File: src/rtl/imem_program_loader.sv
// imem_program_loader: assembles a little-endian byte stream into 32-bit
// words and writes them to instruction memory. The processor is held
// (cpu_run=0) while a load is in progress and is released when it finishes.
module imem_program_loader #(
  parameter int ADDR_W = 8
) (
  input  logic              clk,
  input  logic              rst_n,
  input  logic              start,
  input  logic [ADDR_W:0]   len,
  input  logic              byte_valid,
  input  logic [7:0]        byte_data,
  output logic              byte_ready,
  output logic              imem_we,
  output logic [ADDR_W-1:0] imem_addr,
  output logic [31:0]       imem_wdata,
  output logic              cpu_run,
  output logic              busy,
  output logic              done,
  output logic              err
);

  typedef enum logic [1:0] {
    IDLE,
    LOAD,
    WRITE,
    DONE
  } state_t;

  localparam logic [ADDR_W:0] DEPTH = {1'b1, {ADDR_W{1'b0}}};
  localparam logic [ADDR_W:0] ONE   = {{ADDR_W{1'b0}}, 1'b1};

  state_t              state;
  state_t              state_next;
  logic [1:0]          byte_cnt;
  logic [ADDR_W:0]     word_cnt;
  logic [ADDR_W:0]     len_q;
  logic [31:0]         asm_word;
  logic [ADDR_W-1:0]   addr_hold;
  logic [31:0]         wdata_hold;
  logic                run_q;
  logic                err_q;
  logic                len_ok;
  logic                last_word;

  assign len_ok    = (len <= DEPTH);
  assign last_word = (word_cnt == (len_q - ONE));

  // State register
  always_ff @(posedge clk or negedge rst_n) begin
    if (!rst_n) state <= IDLE;
    else        state <= state_next;
  end

  // Next-state logic
  always_comb begin
    state_next = state;
    case (state)
      IDLE:    if (start && len_ok) state_next = (len == '0) ? DONE : LOAD;
      LOAD:    if (byte_valid && (byte_cnt == 2'd3)) state_next = WRITE;
      WRITE:   state_next = last_word ? DONE : LOAD;
      DONE:    state_next = IDLE;
      default: state_next = IDLE;
    endcase
  end

  // Outputs decoded from state; address/data hold their last written value
  always_comb begin
    byte_ready = (state == LOAD);
    imem_we    = (state == WRITE);
    busy       = (state == LOAD) || (state == WRITE);
    done       = (state == DONE);
    imem_addr  = (state == WRITE) ? word_cnt[ADDR_W-1:0] : addr_hold;
    imem_wdata = (state == WRITE) ? asm_word : wdata_hold;
    cpu_run    = run_q || (state == DONE);
    err        = err_q;
  end

  // Byte assembly, word counter and held write address/data
  always_ff @(posedge clk or negedge rst_n) begin
    if (!rst_n) begin
      byte_cnt   <= '0;
      word_cnt   <= '0;
      len_q      <= '0;
      asm_word   <= '0;
      addr_hold  <= '0;
      wdata_hold <= '0;
    end else begin
      case (state)
        IDLE: begin
          if (start && len_ok) begin
            byte_cnt <= '0;
            word_cnt <= '0;
            len_q    <= len;
          end
        end
        LOAD: begin
          if (byte_valid) begin
            asm_word[{byte_cnt, 3'b000} +: 8] <= byte_data;
            byte_cnt <= byte_cnt + 2'd1;
          end
        end
        WRITE: begin
          addr_hold  <= word_cnt[ADDR_W-1:0];
          wdata_hold <= asm_word;
          if (!last_word) word_cnt <= word_cnt + ONE;
        end
        default: ;
      endcase
    end
  end

  // Processor-run and sticky error flags
  always_ff @(posedge clk or negedge rst_n) begin
    if (!rst_n) begin
      run_q <= 1'b0;
      err_q <= 1'b0;
    end else begin
      case (state)
        IDLE: begin
          if (start) begin
            if (!len_ok) begin
              err_q <= 1'b1;
            end else begin
              err_q <= 1'b0;
              if (len != '0) run_q <= 1'b0;
            end
          end
        end
        LOAD, WRITE: if (start) err_q <= 1'b1;
        DONE:        run_q <= 1'b1;
        default:     ;
      endcase
    end
  end

endmodule

File: config.mk
export PLATFORM = sky130hd
export DESIGN_NAME = imem_program_loader
export DESIGN_NICKNAME = d
export VERILOG_FILES = /design/src/rtl/imem_program_loader.sv
export SDC_FILE = /design/constraint.sdc
export NUM_CORES = 1
export LEC_CHECK = 0
export ABC_AREA = 1
export CELL_PAD_IN_SITES_DETAIL_PLACEMENT = 0
export CELL_PAD_IN_SITES_GLOBAL_PLACEMENT = 1
export CORE_MARGIN = 2
export CORE_UTILIZATION = 41
export DETAILED_ROUTE_END_ITERATION = 10
export GPL_ROUTABILITY_DRIVEN = 0
export GPL_TIMING_DRIVEN = 0
export PLACE_DENSITY = 0.8
export REMOVE_ABC_BUFFERS = 1
export SETUP_SLACK_MARGIN = 0.1
export SYNTH_ARGS = -nofsm -noshare
export SYNTH_HDL_FRONTEND = slang
export SYNTH_SLANG_ARGS = --single-unit
File: constraint.sdc
create_clock -name clk -period 2.8 [get_ports clk]
set_input_delay 0.84 -clock clk [delete_from_list [all_inputs] [get_ports clk]]
set_output_delay 0.84 -clock clk [all_outputs]
set_load 0.01 [all_outputs]
==> results.toml, run 1 <==
[routing]
drtIter0Drc = 201
wl_met3_um = 470
dr_wl_met2_mm = 5.17
drt_wl_total_mm = 10.6
first_pass_iters = 4
viasPerCell = 4.99
wl_met1_mm = 4.78
wire_per_inst_um = 14.4
via_count = 3672
antenna_left = 0
post-route-drc-count = 0
highest_layer = "met4"

[setup_path]
crit_required_ns = 1.96
critPathLaunchType = "register"
critPathArrivalTime_ns = 1.79
startpoint = "state[0]"
path_class = "reg -> out"
crit_path_max_fanout = 10
r2r_start = "byte_cnt[0]"
endpoint_kind = "output port"

[yosys]
synthCells = 527
syn_area_per_cell_um2 = 8.59
ys_ff_latch = 96
synth.mux.area_fraction = 0
synth_top_family_by_area = "simple AND/OR/NAND/NOR gates"
synth_cell_types = 30
ys_top_cells_by_area = "dfrtp_1 53%, nand2_1 8.7%, o21ai_0 8.6%, inv_1 5.9%, nand3_1 3.3%"
synthAdderAreaFrac = 0.0304
synth-compound-area-share = 0.120
post_synth_xor_area_fraction = 0.0213
synth_largest_area_cell = "dfrtp_1"
yosys.area.top_type_share = 0.531
yosysSeqAreaShare = 0.531
yosysWarnings = 0
syn_area_mm2 = 0.00452
synth-simple-area-share = 0.208

[global_routing]
grt_max_degree = 70
grt_pass1_vias = 3597
antenna_found_initial = 0
overflow = 0
grt_pass1_wl_mm = 17.5
track_usage = 0.190

[final_layout]
fill_cells = 1059
multiInputGateArea_mm2 = 0.00176
nNetsFinal = 623
regArea_mm2 = 0.00240
diodes = 0
layout-drive-gt1-share = 0.121
area_delta_synth_final_pct = 23.5

[hold_path]
hold_path_class = "in -> async"

[clocking]
postCtsHoldBufs = 0
cts.sinks = 96
cts_root_buffer = "clkbuf_8"
clockBufferDepth = 2
htreeDepth = 3
numCtsBuffers = 9
cts.clk_slew.worst_paths_ns = 0.09
cts_tree = "done"
insertion_delay_ns = 0.37

[floorplanning]
start_util = 0.419
chipHeight_um = 109
ios = 67
die_w_um = 109
row_count = 38
dieArea_mm2 = 0.0119
core_area_mm2 = 0.0108

[place]
dpl_worst_slack_ns = -0.497
dp_hpwl_mm = 6.93
portBuffers = 66

[timing]
setup_violations = 0
maxSlewHeadroom = 0.381
rsz0062_at_grt = "false"
worst_pin_slew_ns = 0.926
tns_ns = 0
period_needed_ns = 2.63
fin_worst_skew_ns = 0.0133
fmaxAchievable_mhz = 381
hold_viol_final = 0
finalMaxSlewViolations = 0
post-route-period-util = 0.938
fin_ws_ns = 0.173

[pwr]
peakVddDrop_mv = 0.537
p_per_area_mw_per_mm2 = 1060
power_leakage_nw = 2.73
finalPower_mw = 5.95

[status]
status = "complete, no violations"

[flow_run]
cap_violations = 0
[path summary, 6_finish.rpt]
path                                end  slack, ns  cells past startpoint
max                             imem_we       0.17                      4
min                            len_q[1]       0.39                      1
max reg2reg                 asm_word[7]       0.34                      5
min reg2reg                addr_hold[1]       0.48                      2
max in group asynchronous  asm_word[26]       1.75                      2
min in group clk           addr_hold[1]       0.48                      2
[synthesized netlist by cell type]
master,number
nand2_1,105
dfrtp_1,96
o21ai_0,78
inv_1,71
nand3_1,30
nor2_1,28
nand4_1,21
clkbuf_1,17
ha_1,11
inv_2,9
nand2_2,8
o21ai_2,8
xor2_1,8
a21oi_1,7
nor2_2,5
nor3_1,3
xnor2_1,3
buf_6,2
clkinv_1,2
nor2_4,2
o21ai_1,2
o22ai_1,2
o31ai_1,2
a21oi_2,1
buf_2,1
inv_4,1
nand2_4,1
nand3_4,1
nor4_1,1
or2_2,1
[what timing repair did]
item	4_1_cts	5_1_grt
buffers inserted	4	0
endpoints found under the setup margin	63	54
endpoints found under the hold margin	0	0
gates resized for setup	91	26
gates cloned	2	0
[critical path: stages (launching register included)]
cell	delay, ns
dfrtp_1	0.41
inv_2	0.10
ha_4	0.22
buf_6	0.16
clkdlybuf4s50_1	0.54
[cell usage in the layout, fill, tap and decap left out, drive strengths merged]
cell             n
clkbuf          12
dlygate4sd2     23
xnor2            3
o22ai            2
nand4           21
nor4             1
o31ai            2
o21ai           88
clkdlybuf4s50   23
or2              1
nand2          114
bufinv           1
xor2             8
ha              11
clkinv           4
nor3             3
inv             85
a21oi            8
nor2            35
dfrtp           96
clkdlybuf4s15   15
buf              6
clkinvlp         1
dlymetal6s2s     2
nand3           31
[area by class of cell]
type                    count  area share
inverters                  83      0.0594
multi-input cells         328       0.315
repair inverters            2     0.00403
clock inverters             6      0.0119
clock buffers              10      0.0228
well taps                 140      0.0314
repair buffers             71       0.125
flip-flops and latches     96       0.430
[cells by family after synthesis]
group / Yosys count
simple gates: 206
fa+ha+maj: 11
flops: 96
xor+xnor: 11
compound gates: 100
buf+inv: 103
[flip-flops by register name (all words and copies together) (netlist names)]
name	flops
wdata_hold	32
addr_hold	8
run_q	1
err	1
asm_word	32
word_cnt	9
state	2
len_q	9
byte_cnt	2
[power breakdown]
part / leakage, nW / internal [mW] / switching [mW]
Combinational: 1.42 / 1.09 / 1.74
Clock: 0.101 / 0.419 / 0.501
Sequential: 1.21 / 1.93 / 0.269
Total: 2.73 / 3.44 / 2.51
[metrics by stage]
step           std cells  utilization  instance area, um2  hold slack [ns]
6_report             736        0.518                5590            0.385
5_1_grt              736        0.518                5590            0.404
4_1_cts              736        0.514                5550            0.391
3_5_place_dp         714        0.490                5290            0.459
3_3_place_gp         713        0.488                5270            0.458
2_1_floorplan        507            -                4430            0.452
[per-layer routing]
layer / up-vias / track usage
li1: 1815 / -
met1: 1761 / 0.252
met2: 83 / 0.314
met3: 13 / 0.0335
met4: 0 / 0.0668
met5: - / 0
Power figures use the tool's default switching activity.
==> run 2: changes to the inputs <==
--- a/config.mk
+++ b/config.mk
@@ -14,4 +14,5 @@
 export GPL_ROUTABILITY_DRIVEN = 0
 export GPL_TIMING_DRIVEN = 0
+export HOLD_SLACK_MARGIN = 0.06
 export PLACE_DENSITY = 0.8
 export REMOVE_ABC_BUFFERS = 1
==> constraint.sdc (replaced) <==
create_clock -name clk -period 2.8 [get_ports clk]
set_input_delay 0.7 -clock clk [delete_from_list [all_inputs] [get_ports clk]]
set_output_delay 0.7 -clock clk [all_outputs]
set_load 0.01 [all_outputs]
==> results.toml, run 2 (synthesis results as in run 1) <==
[setup_path]
rrSetupSlack_ns = 0.35
slowest_stage = "clkdlybuf4s50_1"
critPathArrivalTime_ns = 2.08
crit_path_max_fanout = 41
r2r_start = "byte_cnt[0]"
endpoint_kind = "output port"
r2r-end = "asm_word[7]"
r2r_cells = 5
crit_required_ns = 2.10
path_delay_family = "buffers and inverters"
slowest_delay_ns = 0.59
critPathCapture = "imem_wdata[23]"
startpoint = "state[0]"
crit_cells = 5
path_buf_inv = 3
path_class = "reg -> out"
path_cells = "inv_2, ha_4, inv_6, o21ai_0, clkdlybuf4s50_1"
critPathLaunchType = "register"

[global_routing]
grt_pass1_vias = 3540
antenna_found_initial = 0
grt.busiest_layer = "met2"
grt_max_degree = 70
overflow = 0
use_met1 = 0.243
grt_pass1_wl_mm = 17.0
grt_util_met3 = 0.0335
track_usage = 0.184
met2_usage = 0.304

[routing]
via_count = 3666
antenna_left = 0
post-route-drc-count = 0
viasPerCell = 4.98
drtIter0Drc = 197
first_pass_iters = 4
wire_per_inst_um = 14.0
drt_wl_total_mm = 10.3

[final_layout]
fin_area_mm2 = 0.00560
layout-drive-gt1-share = 0.109
reg_top3 = "asm_word (32), wdata_hold (32)"
diodes = 0
mostFrequentLayoutCell = "nand2_1"
nNetsFinal = 623
utilization = 0.519
area_delta_synth_final_pct = 23.8
final_cell_mix = "105 x nand2_1, 96 x dfrtp_1, 70 x inv_1, 62 x o21ai_0, 44 x clkdlybuf4s50_1"

[timing]
setup_violations = 0
finalMaxSlewViolations = 0
fin_worst_skew_ns = 0.0111
period_needed_ns = 2.78
maxSlewHeadroom = 0.389
post-route-period-util = 0.994
tns_ns = 0
hold_viol_final = 0
rsz0062_at_grt = "true"
fmaxAchievable_mhz = 359
worst_pin_slew_ns = 0.912

[floorplanning]
core_area_mm2 = 0.0108
die_w_um = 109
ios = 67
start_util = 0.419
chipHeight_um = 109
row_count = 38
dieArea_mm2 = 0.0119

[flow_run]
cap_violations = 0

[clocking]
insertion_delay_ns = 0.37
cts.clk_slew.worst_paths_ns = 0.09
numCtsBuffers = 9
cts_tree = "done"
cts.sinks = 96
htreeDepth = 3
clockBufferDepth = 2
cts_root_buffer = "clkbuf_8"

[place]
dpl_cell_area_mm2 = 0.00529
dp_hpwl_mm = 6.93
portBuffers = 66

[pwr]
p_per_area_mw_per_mm2 = 1070
peakVddDrop_mv = 0.572
power_leakage_nw = 2.78

[hold_path]
hold_path_class = "in -> async"

[status]
status = "complete, no violations"
==> run 2: cell types whose count changed in the layout (fill, tap and decap cells not counted), sizes merged <==
| cell | before | now |
|---|---|---|
| clkdlybuf4s50 | 23 | 44 |
| clkdlybuf4s15 | 15 | 0 |
| dlygate4sd2 | 23 | 14 |
| dlymetal6s2s | 2 | 7 |
| clkbuf | 12 | 10 |
| inv | 85 | 83 |
| buf | 6 | 7 |
| clkinv | 4 | 5 |
==> run 2: timing repair <==
action                     CTS  global route
setup endpoints to repair   55            56
hold buffers                 0             0
buffers inserted             4             1
gates resized for setup     33            17
gates cloned                 1             0
==> run 2: how the worst min path moves through the flow <==
stage / from / end / slack [ns] / depth (start not counted)
after floorplan: rst_n / addr_hold[0] / 0.40 / 0
after global placement: addr_hold[1] / addr_hold[1] / 0.46 / 2
after detailed placement: addr_hold[1] / addr_hold[1] / 0.46 / 2
after CTS: rst_n / len_q[1] / 0.25 / 1
after global routing: rst_n / len_q[1] / 0.26 / 1
final: rst_n / len_q[1] / 0.25 / 1
==> run 2: report_power, final <==
| part | switching (mW) | internal (mW) |
|---|---|---|
| Sequential | 0.265 | 1.93 |
| Combinational | 1.68 | 1.18 |
| Clock | 0.497 | 0.419 |
==> run 2: worst reg2reg max path, stage by stage (launching register included) <==
cell and delay (ns):
dfrtp_1 0.62, clkinvlp_4 0.45, ha_1 0.46, nor2_1 0.49
nand4_1 0.21, o21ai_0 0.15
==> run 2: per-stage QoR <==
step | hold slack, ns | power (mW) | worst slack, ns | instances
2_1_floorplan | 0.404 | 3.79 | 0.542 | 507
3_5_place_dp | 0.459 | 4.99 | -0.357 | 714
3_3_place_gp | 0.458 | 4.93 | -2.55 | 713
5_1_grt | 0.264 | 6.45 | -0.0923 | 736
4_1_cts | 0.251 | 6.02 | 0.0170 | 735
6_report | 0.249 | 5.97 | 0.0165 | 736
==> run 2: routing by layer <==
metal | vias up | share of wire | wire (um)
met5 | - | 0 | 0
met4 | 0 | 0.016 | 163
met3 | 16 | 0.042 | 430
met2 | 82 | 0.49 | 5040
met1 | 1750 | 0.45 | 4650
li1 | 1818 | - | -
==> run 2: layout make-up <==
class	count	area [um2]
clock buffers	10	128
well taps	140	175
inverters	83	342
flip-flops and latches	96	2400
repair inverters	1	8.76
multi-input cells	328	1740
repair buffers	72	739
fillers	1055	5190
clock inverters	6	66.3
==> run 3: changes to the inputs <==
HOLD_SLACK_MARGIN = default   (was 0.06)
SETUP_SLACK_MARGIN = 0.4   (was 0.1)
==> results.toml, run 3 (synthesis results as in run 1) <==
[status]
status = "complete, no violations"

[routing]
wire_per_inst_um = 14.9
post-route-drc-count = 0
drt_wl_total_mm = 11.1
drtIter0Drc = 188
wl_met3_um = 488
highest_layer = "met4"
wl_met1_mm = 5.01
dr_wl_met2_mm = 5.42
first_pass_iters = 4
viasPerCell = 5.02
via_count = 3728
antenna_left = 0

[setup_path]
path_delay_family = "buffers and inverters"
crit_path_max_fanout = 41
path_buf_inv = 3
critPathArrivalTime_ns = 1.74
crit_required_ns = 2.10
endpoint_kind = "output port"
slowest_delay_ns = 0.45
path_cells = "ha_4, buf_12, inv_16, o21ai_1, dlygate4sd2_1"
path_class = "reg -> out"
slowest_stage = "dfrtp_2"
critPathLaunchType = "register"

[global_routing]
grt_pass1_vias = 3649
grt_max_degree = 70
overflow = 0
track_usage = 0.194
grt_pass1_wl_mm = 17.7
antenna_found_initial = 0

[timing]
setup_violations = 0
fmaxAchievable_mhz = 409
period_needed_ns = 2.44
maxSlewHeadroom = 0.395
tns_ns = 0
finalMaxSlewViolations = 0
rsz0062_at_grt = "true"
hold_viol_final = 0
fin_ws_ns = 0.357
worst_pin_slew_ns = 0.903
holdWs_ns = 0.233
fin_worst_skew_ns = 0.0165
post-route-period-util = 0.873

[final_layout]
regArea_mm2 = 0.00240
layout-drive-gt1-share = 0.223
fin_cells = 742
fin_area_mm2 = 0.00568
multiInputGateArea_mm2 = 0.00188
final_cell_mix = "98 x nand2_1, 95 x dfrtp_1, 70 x inv_1, 42 x o21ai_0, 29 x nand3_1"
diodes = 0
utilization = 0.527
mostFrequentLayoutCell = "nand2_1"
area_delta_synth_final_pct = 25.6
reg_top3 = "asm_word (32), wdata_hold (32)"
nNetsFinal = 629
fill_cells = 1065

[pwr]
finalPower_mw = 6.21
p_int_mw = 3.51
p_per_area_mw_per_mm2 = 1090
peakVddDrop_mv = 0.554
combPwrFrac = 0.495
p_clk_frac = 0.150
pwr-share-seq = 0.356
switching_share = 0.436
p_switching_mw = 2.71
power_leakage_nw = 2.77

[place]
dp_hpwl_mm = 6.93
dpl_cell_area_mm2 = 0.00529
portBuffers = 66
dpl_worst_slack_ns = -0.357
post-place-cells = 714

[clocking]
htreeDepth = 3
cts.clk_slew.worst_paths_ns = 0.10
clockBufferDepth = 2
numCtsBuffers = 9
insertion_delay_ns = 0.37
cts_root_buffer = "clkbuf_8"
cts_tree = "done"
postCtsHoldBufs = 0
cts.sinks = 96

[floorplanning]
ios = 67
core_area_mm2 = 0.0108
start_util = 0.419
chipHeight_um = 109
die_w_um = 109
row_count = 38
dieArea_mm2 = 0.0119

[flow_run]
cap_violations = 0

[hold_path]
hold_path_class = "in -> async"
run 3: cell types whose count changed in the layout (fill, tap and decap cells not counted), moves of 3 or more:
cell,previous run,this run
o21ai_2,8,23
dlygate4sd2_1,14,10
buf_2,0,13
nand2_1,105,98
nor2_2,5,8
clkdlybuf4s15_2,0,6
clkbuf_2,0,14
nor2_1,27,24
clkdlybuf4s50_1,44,21
dlymetal6s2s_1,7,0
o21ai_0,62,42
o21ai_4,0,3
nand2_2,8,13
run 3: layout make-up:
cell class,instances,area share
repair buffers,75,0.112
clock buffers,10,0.0225
multi-input cells,328,0.330
well taps,140,0.0308
repair inverters,4,0.0103
inverters,83,0.0599
clock inverters,6,0.0117
flip-flops and latches,96,0.423
run 3: worst paths after layout:
path                           startpoint              to  slack [ns]  depth (start not counted)
hold reg to reg            wdata_hold[15]  wdata_hold[15]        0.47                          2
setup / recovery                 state[1]   imem_wdata[2]        0.36                          5
max in group asynchronous           rst_n  wdata_hold[10]        1.89                          2
setup reg to reg              byte_cnt[0]    asm_word[22]        0.59                          6
min in group clk           wdata_hold[15]  wdata_hold[15]        0.47                          2
hold / removal                      rst_n        len_q[1]        0.23                          1
run 3: power by group through the flow:
stage / Combinational [mW] / Sequential (mW) / Clock [mW]
5_1_grt: 3.42 / 2.27 / 0.994
4_1_cts: 3.02 / 2.20 / 0.944
2_1_floorplan: 1.63 / 2.15 / 0
6_report: 3.07 / 2.21 / 0.931
3_5_place_dp: 2.77 / 2.22 / 0
3_3_place_gp: 2.72 / 2.21 / 0
run 3: layer usage:
layer,vias up,global-route usage
met4,0,0.0723
li1,1835,-
met1,1796,0.253
met3,13,0.0353
met5,-,0
met2,84,0.322
run 3: what timing repair did:
action | CTS | global route
setup buffers | 5 | 3
pin swaps | 0 | 3
cloned | 2 | 2
gates resized for setup | 152 | 64
endpoints found under the setup margin | 76 | 66
run 3: worst reg2reg max path: cells and delay by family (launching register included):
family          cells  cell delay, ns
compound gates      1            0.13
fa+ha+maj           1            0.46
buf+inv             2            0.48
flops               1            0.58
simple gates        2            0.49
